File: src/rtl/program_memory_arbiter_if.sv
// Requester, response and program-memory bus signals of the two-port
// program memory arbiter. The arbiter uses the slave view.
interface program_memory_arbiter_if #(
  parameter int unsigned ADDR_W = 32,
  parameter int unsigned DATA_W = 32
);
  logic                   mem_enable_in;
  logic [1:0]             req_valid_in;
  logic [1:0][ADDR_W-1:0] req_addr_in;
  logic [1:0]             req_ready_out;
  logic [1:0]             rsp_valid_out;
  logic [DATA_W-1:0]      rsp_instr_out;
  logic [ADDR_W-1:0]      mem_addr_out;
  logic                   mem_read_request_out;
  logic [DATA_W-1:0]      mem_instr_in;
  logic                   mem_data_valid_in;
  logic                   protocol_err_out;

  modport master (
    output mem_enable_in, req_valid_in, req_addr_in, mem_instr_in, mem_data_valid_in,
    input  req_ready_out, rsp_valid_out, rsp_instr_out, mem_addr_out,
           mem_read_request_out, protocol_err_out
  );

  modport slave (
    input  mem_enable_in, req_valid_in, req_addr_in, mem_instr_in, mem_data_valid_in,
    output req_ready_out, rsp_valid_out, rsp_instr_out, mem_addr_out,
           mem_read_request_out, protocol_err_out
  );
endinterface

File: src/rtl/program_memory_arbiter.sv
// Round-robin arbiter sharing one program-memory read port between two
// requesters; an in-order tag FIFO routes each returning word to its requester.
module program_memory_arbiter #(
  parameter int unsigned ADDR_W          = 32,
  parameter int unsigned DATA_W          = 32,
  parameter int unsigned MAX_OUTSTANDING = 4
) (
  input logic                     clk_in,
  input logic                     rst_n_in,
  program_memory_arbiter_if.slave bus
);
  localparam int unsigned PTR_W = $clog2(MAX_OUTSTANDING);
  localparam int unsigned CNT_W = PTR_W + 1;
  localparam logic [CNT_W-1:0] DEPTH = CNT_W'(MAX_OUTSTANDING);

  logic [MAX_OUTSTANDING-1:0] tag_q;
  logic [PTR_W-1:0]           wr_ptr;
  logic [PTR_W-1:0]           rd_ptr;
  logic [CNT_W-1:0]           count;
  logic                       last_grant;
  logic [ADDR_W-1:0]          addr_q;
  logic                       err_q;

  logic       fifo_empty;
  logic       room;
  logic       winner;
  logic       push;
  logic       pop;
  logic [1:0] ready;

  // A full FIFO may still accept a grant when a pop frees a slot this cycle.
  always_comb begin
    fifo_empty = (count == '0);
    pop        = rst_n_in && bus.mem_data_valid_in && !fifo_empty;
    room       = (count < DEPTH) || bus.mem_data_valid_in;
    winner     = (bus.req_valid_in == 2'b11) ? ~last_grant : bus.req_valid_in[1];
    ready      = '0;
    if (rst_n_in && bus.mem_enable_in && room && (bus.req_valid_in != 2'b00))
      ready[winner] = 1'b1;
    push       = |ready;
  end

  assign bus.req_ready_out        = ready;
  assign bus.mem_read_request_out = push;
  assign bus.mem_addr_out         = push ? bus.req_addr_in[winner] : addr_q;
  assign bus.rsp_valid_out        = pop ? (tag_q[rd_ptr] ? 2'b10 : 2'b01) : 2'b00;
  assign bus.rsp_instr_out        = bus.mem_instr_in;
  assign bus.protocol_err_out     = err_q;

  always_ff @(posedge clk_in) begin
    if (push)
      tag_q[wr_ptr] <= winner;
  end

  always_ff @(posedge clk_in) begin
    if (!rst_n_in) begin
      wr_ptr     <= '0;
      rd_ptr     <= '0;
      count      <= '0;
      last_grant <= 1'b1;
      addr_q     <= '0;
      err_q      <= 1'b0;
    end else begin
      if (push) begin
        wr_ptr     <= wr_ptr + PTR_W'(1);
        last_grant <= winner;
        addr_q     <= bus.req_addr_in[winner];
      end
      if (pop)
        rd_ptr <= rd_ptr + PTR_W'(1);
      case ({push, pop})
        2'b10:   count <= count + CNT_W'(1);
        2'b01:   count <= count - CNT_W'(1);
        default: count <= count;
      endcase
      if (bus.mem_data_valid_in && fifo_empty)
        err_q <= 1'b1;
    end
  end
endmodule
File: src/flat_wrapper.sv
// flat-port wrapper written by rule: the top's interface ports become plain ports
module program_memory_arbiter_flat 
#(
  parameter int unsigned ADDR_W          = 32,
  parameter int unsigned DATA_W          = 32,
  parameter int unsigned MAX_OUTSTANDING = 4
)
  (clk_in, rst_n_in, bus_mem_enable_in, bus_req_valid_in, bus_req_addr_in, bus_mem_instr_in, bus_mem_data_valid_in, bus_req_ready_out, bus_rsp_valid_out, bus_rsp_instr_out, bus_mem_addr_out, bus_mem_read_request_out, bus_protocol_err_out);
  program_memory_arbiter_if #(.ADDR_W(ADDR_W), .DATA_W(DATA_W)) bus_i ();
  input logic clk_in;
  input logic rst_n_in;
  input wire logic [$bits(bus_i.mem_enable_in)-1:0] bus_mem_enable_in;
  input wire logic [$bits(bus_i.req_valid_in)-1:0] bus_req_valid_in;
  input wire logic [$bits(bus_i.req_addr_in)-1:0] bus_req_addr_in;
  input wire logic [$bits(bus_i.mem_instr_in)-1:0] bus_mem_instr_in;
  input wire logic [$bits(bus_i.mem_data_valid_in)-1:0] bus_mem_data_valid_in;
  output wire logic [$bits(bus_i.req_ready_out)-1:0] bus_req_ready_out;
  output wire logic [$bits(bus_i.rsp_valid_out)-1:0] bus_rsp_valid_out;
  output wire logic [$bits(bus_i.rsp_instr_out)-1:0] bus_rsp_instr_out;
  output wire logic [$bits(bus_i.mem_addr_out)-1:0] bus_mem_addr_out;
  output wire logic [$bits(bus_i.mem_read_request_out)-1:0] bus_mem_read_request_out;
  output wire logic [$bits(bus_i.protocol_err_out)-1:0] bus_protocol_err_out;
  assign bus_i.mem_enable_in = bus_mem_enable_in;
  assign bus_i.req_valid_in = bus_req_valid_in;
  assign bus_i.req_addr_in = bus_req_addr_in;
  assign bus_i.mem_instr_in = bus_mem_instr_in;
  assign bus_i.mem_data_valid_in = bus_mem_data_valid_in;
  assign bus_req_ready_out = bus_i.req_ready_out;
  assign bus_rsp_valid_out = bus_i.rsp_valid_out;
  assign bus_rsp_instr_out = bus_i.rsp_instr_out;
  assign bus_mem_addr_out = bus_i.mem_addr_out;
  assign bus_mem_read_request_out = bus_i.mem_read_request_out;
  assign bus_protocol_err_out = bus_i.protocol_err_out;
  program_memory_arbiter #(.ADDR_W(ADDR_W), .DATA_W(DATA_W), .MAX_OUTSTANDING(MAX_OUTSTANDING)) u_core (.clk_in(clk_in), .rst_n_in(rst_n_in), .bus(bus_i));
endmodule
File: config.mk
export PLATFORM = sky130hd
export DESIGN_NAME = program_memory_arbiter_flat
export DESIGN_NICKNAME = d
export VERILOG_FILES = /design/src/rtl/program_memory_arbiter_if.sv /design/src/rtl/program_memory_arbiter.sv /design/src/flat_wrapper.sv
export SDC_FILE = /design/constraint.sdc
export NUM_CORES = 1
export LEC_CHECK = 0
export ABC_AREA = 1
export CAP_MARGIN = 10
export CORE_MARGIN = 2
export CORE_UTILIZATION = 40
export DETAILED_ROUTE_END_ITERATION = 10
export PLACE_DENSITY = 0.9
export SKIP_CTS_REPAIR_TIMING = 1
export SLEW_MARGIN = 20
export SYNTH_ARGS = -nofsm -noshare
export SYNTH_HDL_FRONTEND = slang
export SYNTH_SLANG_ARGS = --single-unit
File: constraint.sdc
create_clock -name clk_in -period 4.7 [get_ports clk_in]
set_input_delay 1.175 -clock clk_in [delete_from_list [all_inputs] [get_ports clk_in]]
set_output_delay 1.175 -clock clk_in [all_outputs]
set_load 0.01 [all_outputs]
=== Yosys cells after proc, flatten, opt, wreduce, memory -nomap -nowiden ===
Cells that the tools add are included.

* Input bits: 102
* Flip-flop bits (word level): 45
* Word-level logic and storage cells: 50

* Bitwise operators: 1
* Reductions and logical operators: 14
* Add/sub/neg operators: 4
* Equality and inequality tests: 3
* Mux-type cells: 15
* $lt $le $gt $ge: 6

{| class="wikitable"
|+ Operators with widths
! cell !! count
|-
| 2-to-1 mux 32 bit || 3
|-
| logical AND 1 bit || 8
|-
| < comparator 2 x 3 -> 1 bit (second input constant) || 2
|-
| 2-to-1 mux 2 bit || 3
|-
| case mux 3 bit (2 select lines) || 1
|-
| adder 2 x 1 -> 2 bit (second input constant) || 2
|-
| bitwise mux 4 bit || 1
|-
| equality test 2 bit (second input constant) || 2
|-
| 2-to-1 mux 1 bit || 4
|-
| nonzero test 2 bit || 2
|-
| adder 3 x 1 -> 3 bit (second input constant) || 1
|-
| logical NOT 3 bit || 1
|-
| < comparator 3 bit (second input constant) || 1
|-
| subtractor 3 x 1 -> 3 bit (second input constant) || 1
|-
| binary-select mux 1 bit (select 2 bit) || 1
|-
| demux 1 bit (select 2 bit) || 1
|-
| equality test 2 x 1 -> 1 bit (second input constant) || 1
|-
| greater-or-equal comparator 2 x 1 -> 1 bit (second input constant) || 1
|-
| < comparator 1 x 2 -> 1 bit (second input constant) || 1
|-
| OR reduction 2 bit || 1
|-
| demux 1 bit (select 1 bit) || 1
|-
| greater-or-equal comparator 1 bit (second input constant) || 1
|-
| logical NOT 1 bit || 1
|-
| logical OR 1 bit || 1
|-
| inverter 1 bit || 1
|}

=== Depth between registers and ports, before layout ===
Gate-level depths: netlist of the first run.

* Word-level depth: 10
* Mapped depth: 14
* Depth with buffers taken out: 13

=== Worst setup path before layout of the first run ===
OpenSTA, ideal clock, no wires.

* Kind: input to output
* From: input rst_n_in
* To: output bus_mem_addr_out[23]
* Slack: 1.581 ns
* Required time: 3.525 ns
* Stages: 8
* Path buffers: 2
* Arrival: 1.944 ns
* Cells stage by stage: buf_4 -> nand2_1 -> inv_2 -> nand2_2 -> nor2_8 -> buf_6 -> nand2_1 -> nand2_1

* Word-level cells in the longest chain between the ends: 6

{| class="wikitable"
|+ Ends and longest elaborated chain
! what !! line !! RTL
|-
| from (decl) || flat_wrapper.sv:11 || <nowiki>input logic rst_n_in;</nowiki>
|-
| logical AND 1 bit (3 in series) || program_memory_arbiter.sv:38 || <nowiki>if (rst_n_in && bus.mem_enable_in && room && (bus.req_valid_in != 2'b00))</nowiki>
|-
| 2-to-1 mux 2 bit || program_memory_arbiter.sv:38 ||
|-
| OR reduction 2 bit || program_memory_arbiter.sv:40 || <nowiki>push = |ready;</nowiki>
|-
| via bus_mem_read_request_out || flat_wrapper.sv:21 || <nowiki>output wire logic [$bits(bus_i.mem_read_request_out)-1:0] bus_mem_read_request_out;</nowiki>
|-
| 2-to-1 mux 32 bit || program_memory_arbiter.sv:45 || <nowiki>assign bus.mem_addr_out = push ? bus.req_addr_in[winner] : addr_q;</nowiki>
|-
| to (decl) || flat_wrapper.sv:20 || <nowiki>output wire logic [$bits(bus_i.mem_addr_out)-1:0] bus_mem_addr_out;</nowiki>
|}

The timed path passes the listed nets, and every way through them passes these cells.

=== Worst setup path in the final report of the first run ===
* From: input bus_req_valid_in[1]
* To: output bus_mem_addr_out[17]

* Word-level cells in the longest chain between the ends: 9
* Elaborated cells between the ends (all ways): 14
* Classes of those cells: 2 x order compare; 1 x eq/ne; 7 x mux; 4 x reduce/logical

{| class="wikitable"
|+ Ends and longest elaborated chain
! what !! line !! RTL
|-
| from (decl) || flat_wrapper.sv:13 || <nowiki>input wire logic [$bits(bus_i.req_valid_in)-1:0] bus_req_valid_in;</nowiki>
|-
| equality test 2 bit || program_memory_arbiter.sv:36 || <nowiki>winner = (bus.req_valid_in == 2'b11) ? ~last_grant : bus.req_valid_in[1];</nowiki>
|-
| 2-to-1 mux 1 bit || program_memory_arbiter.sv:36 ||
|-
| < comparator 1 x 2 -> 1 bit (implied by the code) / greater-or-equal comparator 1 bit (equally long branches) || program_memory_arbiter.sv:39 || <nowiki>ready[winner] = 1'b1;</nowiki>
|-
| logical AND 1 bit (implied by the code) || program_memory_arbiter.sv:39 ||
|-
| 2-to-1 mux 1 bit (implied by the code) || program_memory_arbiter.sv:39 ||
|-
| demux 1 bit (select 1 bit) || n/a ||
|-
| 2-to-1 mux 2 bit || program_memory_arbiter.sv:38 ||
|-
| OR reduction 2 bit || program_memory_arbiter.sv:40 ||
|-
| 2-to-1 mux 32 bit (*) || program_memory_arbiter.sv:45 ||
|}

Every way passes the cells marked *; elsewhere a longest branch is shown, timed or not. The select of a mux whose other input is x is not followed.

==> results.md, run 1 <==
* DRT Pass-1 Iters at 9
* Nets at between 500 and 600
* Syn-to-layout area delta at 35.5%
* GPL Wtd Cong at 0.760
* Port-buffer cells at roughly 110
* Tcrit/Tclk final at roughly 95%
* Post-Syn Area at 0.00268 mm2
* Routed WL at 6.71 mm
* Unrepaired setup endpoints after global routing: no
* Finished Cell Area at around 0.0036 mm2
* Hold Fails Final Rpt at 0
* GRT Residual Overflow at 0
* Failing checks: design-rule violations
* Minimum clock period at approximately 4400 ps
* Delay of the slowest critical-path stage at between 600 and 700 ps
* # diodes at 0
* Number of global-route vias before repair at between 2,000 and 3,000
* Die H at between 80 and 90 um
* Max clock buf depth at 2
* Worst path buffer plus inverter count at 4
* Worst-Margin Slew at ~1000 ps
* CP Class: input port to primary output
* Ratio of cells with drive above 1 in the final layout at ~4.2%
* First-pass GRT wire length at between 10 and 15 mm
* Leading area contributor after synthesis: dfxtp_1
* Clock latency at the later pin of the worst-skew pair at 290 ps
* Initial Utilization at a little over two fifths
* Max Clk Rate at 0.225 GHz
* Num Clock Sinks at between 40 and 50
* Place WS at around 240 ps
* All-Layer GR Usage at 18.8%
* Top cell type's share of synthesized area at a little under a third
* Register area share after synthesis at between 30% and 40%
* CTS H-tree lvls at 2
* Setup Skew at 8.07 ps
* Hold Path Class: register to register
* Synthesized Nets at 514
* PnR worst setup slack at 253 ps
* Clock-pin slew on the worst setup and hold paths at around 80 ps
* Status: finished, violations left
* Slew Limit Headroom at 32.3%
* Post-detail-place hpwl at approximately 5.0 mm
* Initial antenna violation count at 0
* IO Pins at 172
* Core area at 0.00642 mm2
* Final setup vio count at 0
* CP Cell Sequence: clkdlybuf4s50_1 -> nor2_4 -> inv_1 -> nand3_2 -> buf_4 -> nand2_1 -> nand2_1 -> clkdlybuf4s50_1
* WL/cell at 12.1 um
* Critical Path AT at approximately 3300 ps
* Die ar. at ~0.0074 mm2
* Multi-input gate area at around 0.0013 mm2
* Register Area at roughly 940 um2
* Maximum vdd drop at 0.139 mV
* TritonCTS buffer count at 5
* Util after Layout at between 50 and 60%
* Crit-path slowest cell: clkdlybuf4s50_1
* Post-route ant nets at 0
* Vias per cell at about 4.8
* Synth cell types at 21
* Worst setup EP type: primary output
* Starting DRC count in detailed routing at 87
* Cell family with most CP delay: buffers and inverters
* Post-route setup TNS at 0 ps
* Yosys warnings at 0
* Startpoint types: input port
* Cell count after synthesis at ~410
* DR DRC count at 10
* Root Buffer: clkbuf_8
* Req. time, crit path at 3520 ps
* Mapped Avg Cell Area at ~6.6 um2
* CTS tree: built
* PwrDens at roughly 260 mW/mm2
* Placed inst area at approximately 0.0035 mm2
* Leak at 1.71 nW
* Largest net degree at the start of global routing at 37
* Via Count at 2,633
* Synth top area cells: dfxtp_1, nand2_1, buf_4, a21oi_1, nand3_1
* Largest fanout on the critical path at 26
* Chip width at about 86 um
* Max Slew Vio Count at 0
* Total of max-cap violations at 0
* Number of core rows at 29
* Flops & latches, synth at 45
* Fill cells at 609
-- power by group --
part           switching [mW]  total (mW)  internal (mW)
sequential            0.00689       0.413          0.406
clock                   0.122       0.279          0.157
combinational           0.121       0.254          0.133
-- sequential cells by signal (all words and copies together), names as in the netlist --
name                         count
u_core.bus.protocol_err_out      1
u_core.wr_ptr                    2
u_core.tag_q                     4
u_core.last_grant                1
u_core.addr_q                   32
u_core.rd_ptr                    2
u_core.count                     3
-- cells in the final DEF, fill, tap and decap left out --
cell type / n
a21oi_1: 38
buf_12: 1
buf_4: 6
bufinv_16: 1
clkbuf_1: 1
clkbuf_8: 5
clkdlybuf4s50_1: 107
clkinv_1: 2
dfxtp_1: 41
edfxtp_1: 4
fa_1: 1
ha_1: 5
inv_1: 21
inv_2: 1
nand2_1: 181
nand2_2: 3
nand3_1: 36
nand3_2: 1
nor2_1: 12
nor2_4: 1
nor2_8: 1
o211ai_1: 1
o21ai_0: 5
-- area by class of cell --
cell class	count	share of cell area (%)
Multi-Input combinational cell	285	34.9
Inverter	23	2.37
Sequential cell	45	25.9
Tap cell	77	2.65
Clock inverter	2	0.929
Timing Repair Buffer	114	31.2
Clock buffer	6	2.00
-- per-layer routing --
| metal | GRT usage [%] | part of all wire, % |
|---|---|---|
| met5 | 0 | 0 |
| met1 | 20.6 | 41 |
| met3 | 6.16 | 7.8 |
| met4 | 6.20 | 0.69 |
| met2 | 33.8 | 50 |
-- final timing paths --
check / start / end / slack, ps / cells past startpoint
worst min register to register: u_core.bus.protocol_err_out$_SDFFE_PN0P_ / u_core.bus.protocol_err_out$_SDFFE_PN0P_ / 470 / 2
worst max-delay path: bus_req_valid_in[1] / bus_mem_addr_out[17] / 250 / 8
worst min-delay path: u_core.bus.protocol_err_out$_SDFFE_PN0P_ / u_core.bus.protocol_err_out$_SDFFE_PN0P_ / 470 / 2
worst max register to register: u_core.count[2]$_SDFFE_PN0P_ / u_core.count[2]$_SDFFE_PN0P_ / 2660 / 12
-- cells by family after synthesis --
group                    synth area share, %
AND/OR/NAND/NOR                         36.0
buffers and inverters                   17.6
flip-flops                              35.1
AO/OA/AOI/OAI                           8.30
adder cells (fa/ha/maj)                 3.08
-- Yosys cell counts (all sizes together) --
library cell and n:
o211ai 1, clkbuf 7, nand3 37, a21oi 38
edfxtp 4, ha 5, fa 1, nand2 184
o21ai 5, inv 22, dfxtp 41, nor2 14
buf 46, clkinv 1
-- through the flow --
stage / power [mW] / hold WS (ps) / std cells
after detailed placement: 0.677 / 462 / 544
after global routing: 1.00 / 495 / 552
after CTS: 0.959 / 477 / 552
after global placement: 0.671 / 443 / 544
final: 0.946 / 470 / 552
after floorplan: 0.576 / 451 / 406
-- worst register-to-register path, stage by stage (launching register included) --
cell	delay, ps
dfxtp_1	330
nand2_1	100
nand3_2	100
buf_4	270
ha_1	250
inv_1	80
fa_1	440
inv_1	70
nand2_1	60
nand3_1	100
nand2_1	60
nand2_1	50
nor2_1	30
(Power assumes the default switching activity.)
==> run 2: changes to the inputs <==
--- a/config.mk
+++ b/config.mk
@@ -6,9 +6,11 @@
 export NUM_CORES = 1
 export LEC_CHECK = 0
 export ABC_AREA = 1
+export ABC_CLOCK_PERIOD_IN_PS = 4700
 export CAP_MARGIN = 10
 export CORE_MARGIN = 2
 export CORE_UTILIZATION = 40
+export CTS_CLUSTER_SIZE = 8
 export DETAILED_ROUTE_END_ITERATION = 10
 export PLACE_DENSITY = 0.9
 export SKIP_CTS_REPAIR_TIMING = 1
==> results of run 2 <==
No change in the layout: final DEF, timing and power equal those of run 1.
==> run 3: changes to the inputs <==
--- a/config.mk
+++ b/config.mk
@@ -6,13 +6,12 @@
 export NUM_CORES = 1
 export LEC_CHECK = 0
 export ABC_AREA = 1
-export ABC_CLOCK_PERIOD_IN_PS = 4700
 export CAP_MARGIN = 10
 export CORE_MARGIN = 2
-export CORE_UTILIZATION = 40
+export CORE_UTILIZATION = 37
 export CTS_CLUSTER_SIZE = 8
 export DETAILED_ROUTE_END_ITERATION = 10
-export PLACE_DENSITY = 0.9
+export PLACE_DENSITY = 0.94
 export SKIP_CTS_REPAIR_TIMING = 1
 export SLEW_MARGIN = 20
 export SYNTH_ARGS = -nofsm -noshare
==> constraint.sdc (replaced) <==
create_clock -name clk_in -period 4.3 [get_ports clk_in]
set_input_delay 1.075 -clock clk_in [delete_from_list [all_inputs] [get_ports clk_in]]
set_output_delay 1.075 -clock clk_in [all_outputs]
set_load 0.01 [all_outputs]
==> run 3 against run 2 <==
Effect of this change:
- flip-flop and latch count is the same
- die area is 7.7% higher
- first-iteration DRC count up 69%
- critical path depth is 1 lower
- clock skew about the same
- via count grew 2.8%
- design area increased by 1.9%
- cell count is 4.3% higher
- register-to-register slack got worse by 260 ps
- critical path type unchanged
- global-route usage fell by 1.7 points
- combinational power is 11% higher
- critical endpoint is now bus_mem_addr_out[8]
- the run now ends clean
- sequential power up 9.4%
==> results.md, run 3 (synthesized netlist as in run 1, its figures left out) <==
* Worst setup EP type: primary output
* Worst-Margin Slew at between 900 and 1000 ps
* Finished Cell Area at 0.00370 mm2
* Syn-to-layout area delta at 38.1%
* CTS tree: built
* CP dominant cell by count: nand2_1
* Req. time, crit path at about 3200 ps
* Nets at 584
* Leading cell type in the layout, fill and taps excluded: nand2_1
* Initial antenna violation count at 0
* Util after Layout at roughly 52%
* Starting DRC count in detailed routing at approximately 150
* Biggest regs: u_core.addr_q x32, u_core.tag_q x4, u_core.count x3
* GRT Residual Overflow at 0
* Number of global-route vias before repair at roughly 2,500
* Maximum vdd drop at approximately 0.15 mV
* Max Clk Rate at around 0.24 GHz
* # diodes at 0
* Post-detail-place hpwl at just over 5 mm
* DRT Pass-1 Iters at 5
* Initial Utilization at between 30% and 40%
* Post-route ant nets at 0
* Root Buffer: clkbuf_8
* Num Clock Sinks at 45
* Number of core rows at 31
* Hold slack final at about 460 ps
* Max clock buf depth at 2
* Final setup vio count at 0
* Vias per cell at 4.70
* Placed inst area at approximately 0.0036 mm2
* Hold Path Class: register to register
* CTS H-tree lvls at 2
* Hold Fails Final Rpt at 0
* Core area at between 0.007 and 0.008 mm2
* Chip width at 89.2 um
* Die ar. at between 0.007 and 0.008 mm2
* First-pass GRT wire length at 10.7 mm
* Clock-pin slew on the worst setup and hold paths at ~90 ps
* Total of max-cap violations at 0
* TritonCTS buffer count at 5
* PnR Total Power at around 1.1 mW
* WL/cell at around 12 um
* Routed WL at ~6.8 mm
* Max Slew Vio Count at 0
* Setup Skew at 8.05 ps
* Startpoint types: input port
* Via Count at between 2,000 and 3,000
* Max reg flops at 32
* Minimum clock period at between 4000 and 5000 ps
* PwrDens at 288 mW/mm2
* DR DRC count at 0
* Tcrit/Tclk final at 96.0%
* Delay of the slowest critical-path stage at 680 ps
* Critical Path AT at ~3100 ps
* Slew Limit Headroom at about 35%
* Largest fanout on the critical path at 25
* Die H at 89.2 um
* GPL Wtd Cong at about 0.74
* Reg with most FFs: u_core.addr_q
* CP Cell Sequence: clkdlybuf4s50_1 -> buf_4 -> nand3_1 -> nand2_1 -> nand2_1 -> nand2_1 -> clkdlybuf4s50_1
* Status: finished, final reports clean
* Commonest non-fill, non-tap cells in the layout: nand2_1, clkdlybuf4s50_1, dfxtp_1
* IO Pins at around 170
* Unrepaired setup endpoints after global routing: no
* Post-route setup TNS at 0 ps
* All-Layer GR Usage at approximately 17%
* Largest net degree at the start of global routing at 42
* Clock latency at the later pin of the worst-skew pair at a little under 300 ps
* Leak at 1.73 nW
* CP Class: input port to primary output
* Crit-path slowest cell: clkdlybuf4s50_1
* Ratio of cells with drive above 1 in the final layout at around 5%
* Port-buffer cells at 107
-- run 3: worst paths after layout --
kind	from	end	slack [ps]	depth (start not counted)
min	u_core.bus.protocol_err_out$_SDFFE_PN0P_	u_core.bus.protocol_err_out$_SDFFE_PN0P_	460	2
min reg2reg	u_core.bus.protocol_err_out$_SDFFE_PN0P_	u_core.bus.protocol_err_out$_SDFFE_PN0P_	460	2
max	bus_req_valid_in[1]	bus_mem_addr_out[8]	170	7
max reg2reg	u_core.count[2]$_SDFFE_PN0P_	u_core.count[2]$_SDFFE_PN0P_	2400	12
-- run 3: metal layers --
layer,up-vias,part of all wire (%),track usage [%]
met1,1215,41,20.1
met4,0,0.75,5.70
li1,1379,-,-
met3,10,7.9,5.63
met5,-,0,0
met2,103,50,29.0
-- run 3: layout make-up --
type / count / area, um2
Sequential cell: 45 / 941
Fill cell: 709 / 3430
Inverter: 23 / 86.3
Tap cell: 99 / 124
Timing Repair Buffer: 116 / 1160
Multi-Input combinational cell: 285 / 1270
Clock inverter: 2 / 37.5
Clock buffer: 6 / 82.6
-- run 3: worst max-delay path, delay by kind of cell --
family	cells	cell delay, ps
buf+inv	3	1570
simple gates	4	400
-- run 3: power by group --
| group | switching, mW | internal [mW] |
|---|---|---|
| combinational | 0.133 | 0.149 |
| sequential | 0.00773 | 0.444 |
| clock | 0.143 | 0.189 |
| total | 0.284 | 0.781 |
-- run 3: metrics by stage --
stage	worst slack, ps	cells
floorplan	1380	406
global placement	238	568
detailed placement	192	568
CTS	190	576
global route	66.7	576
finish	173	576
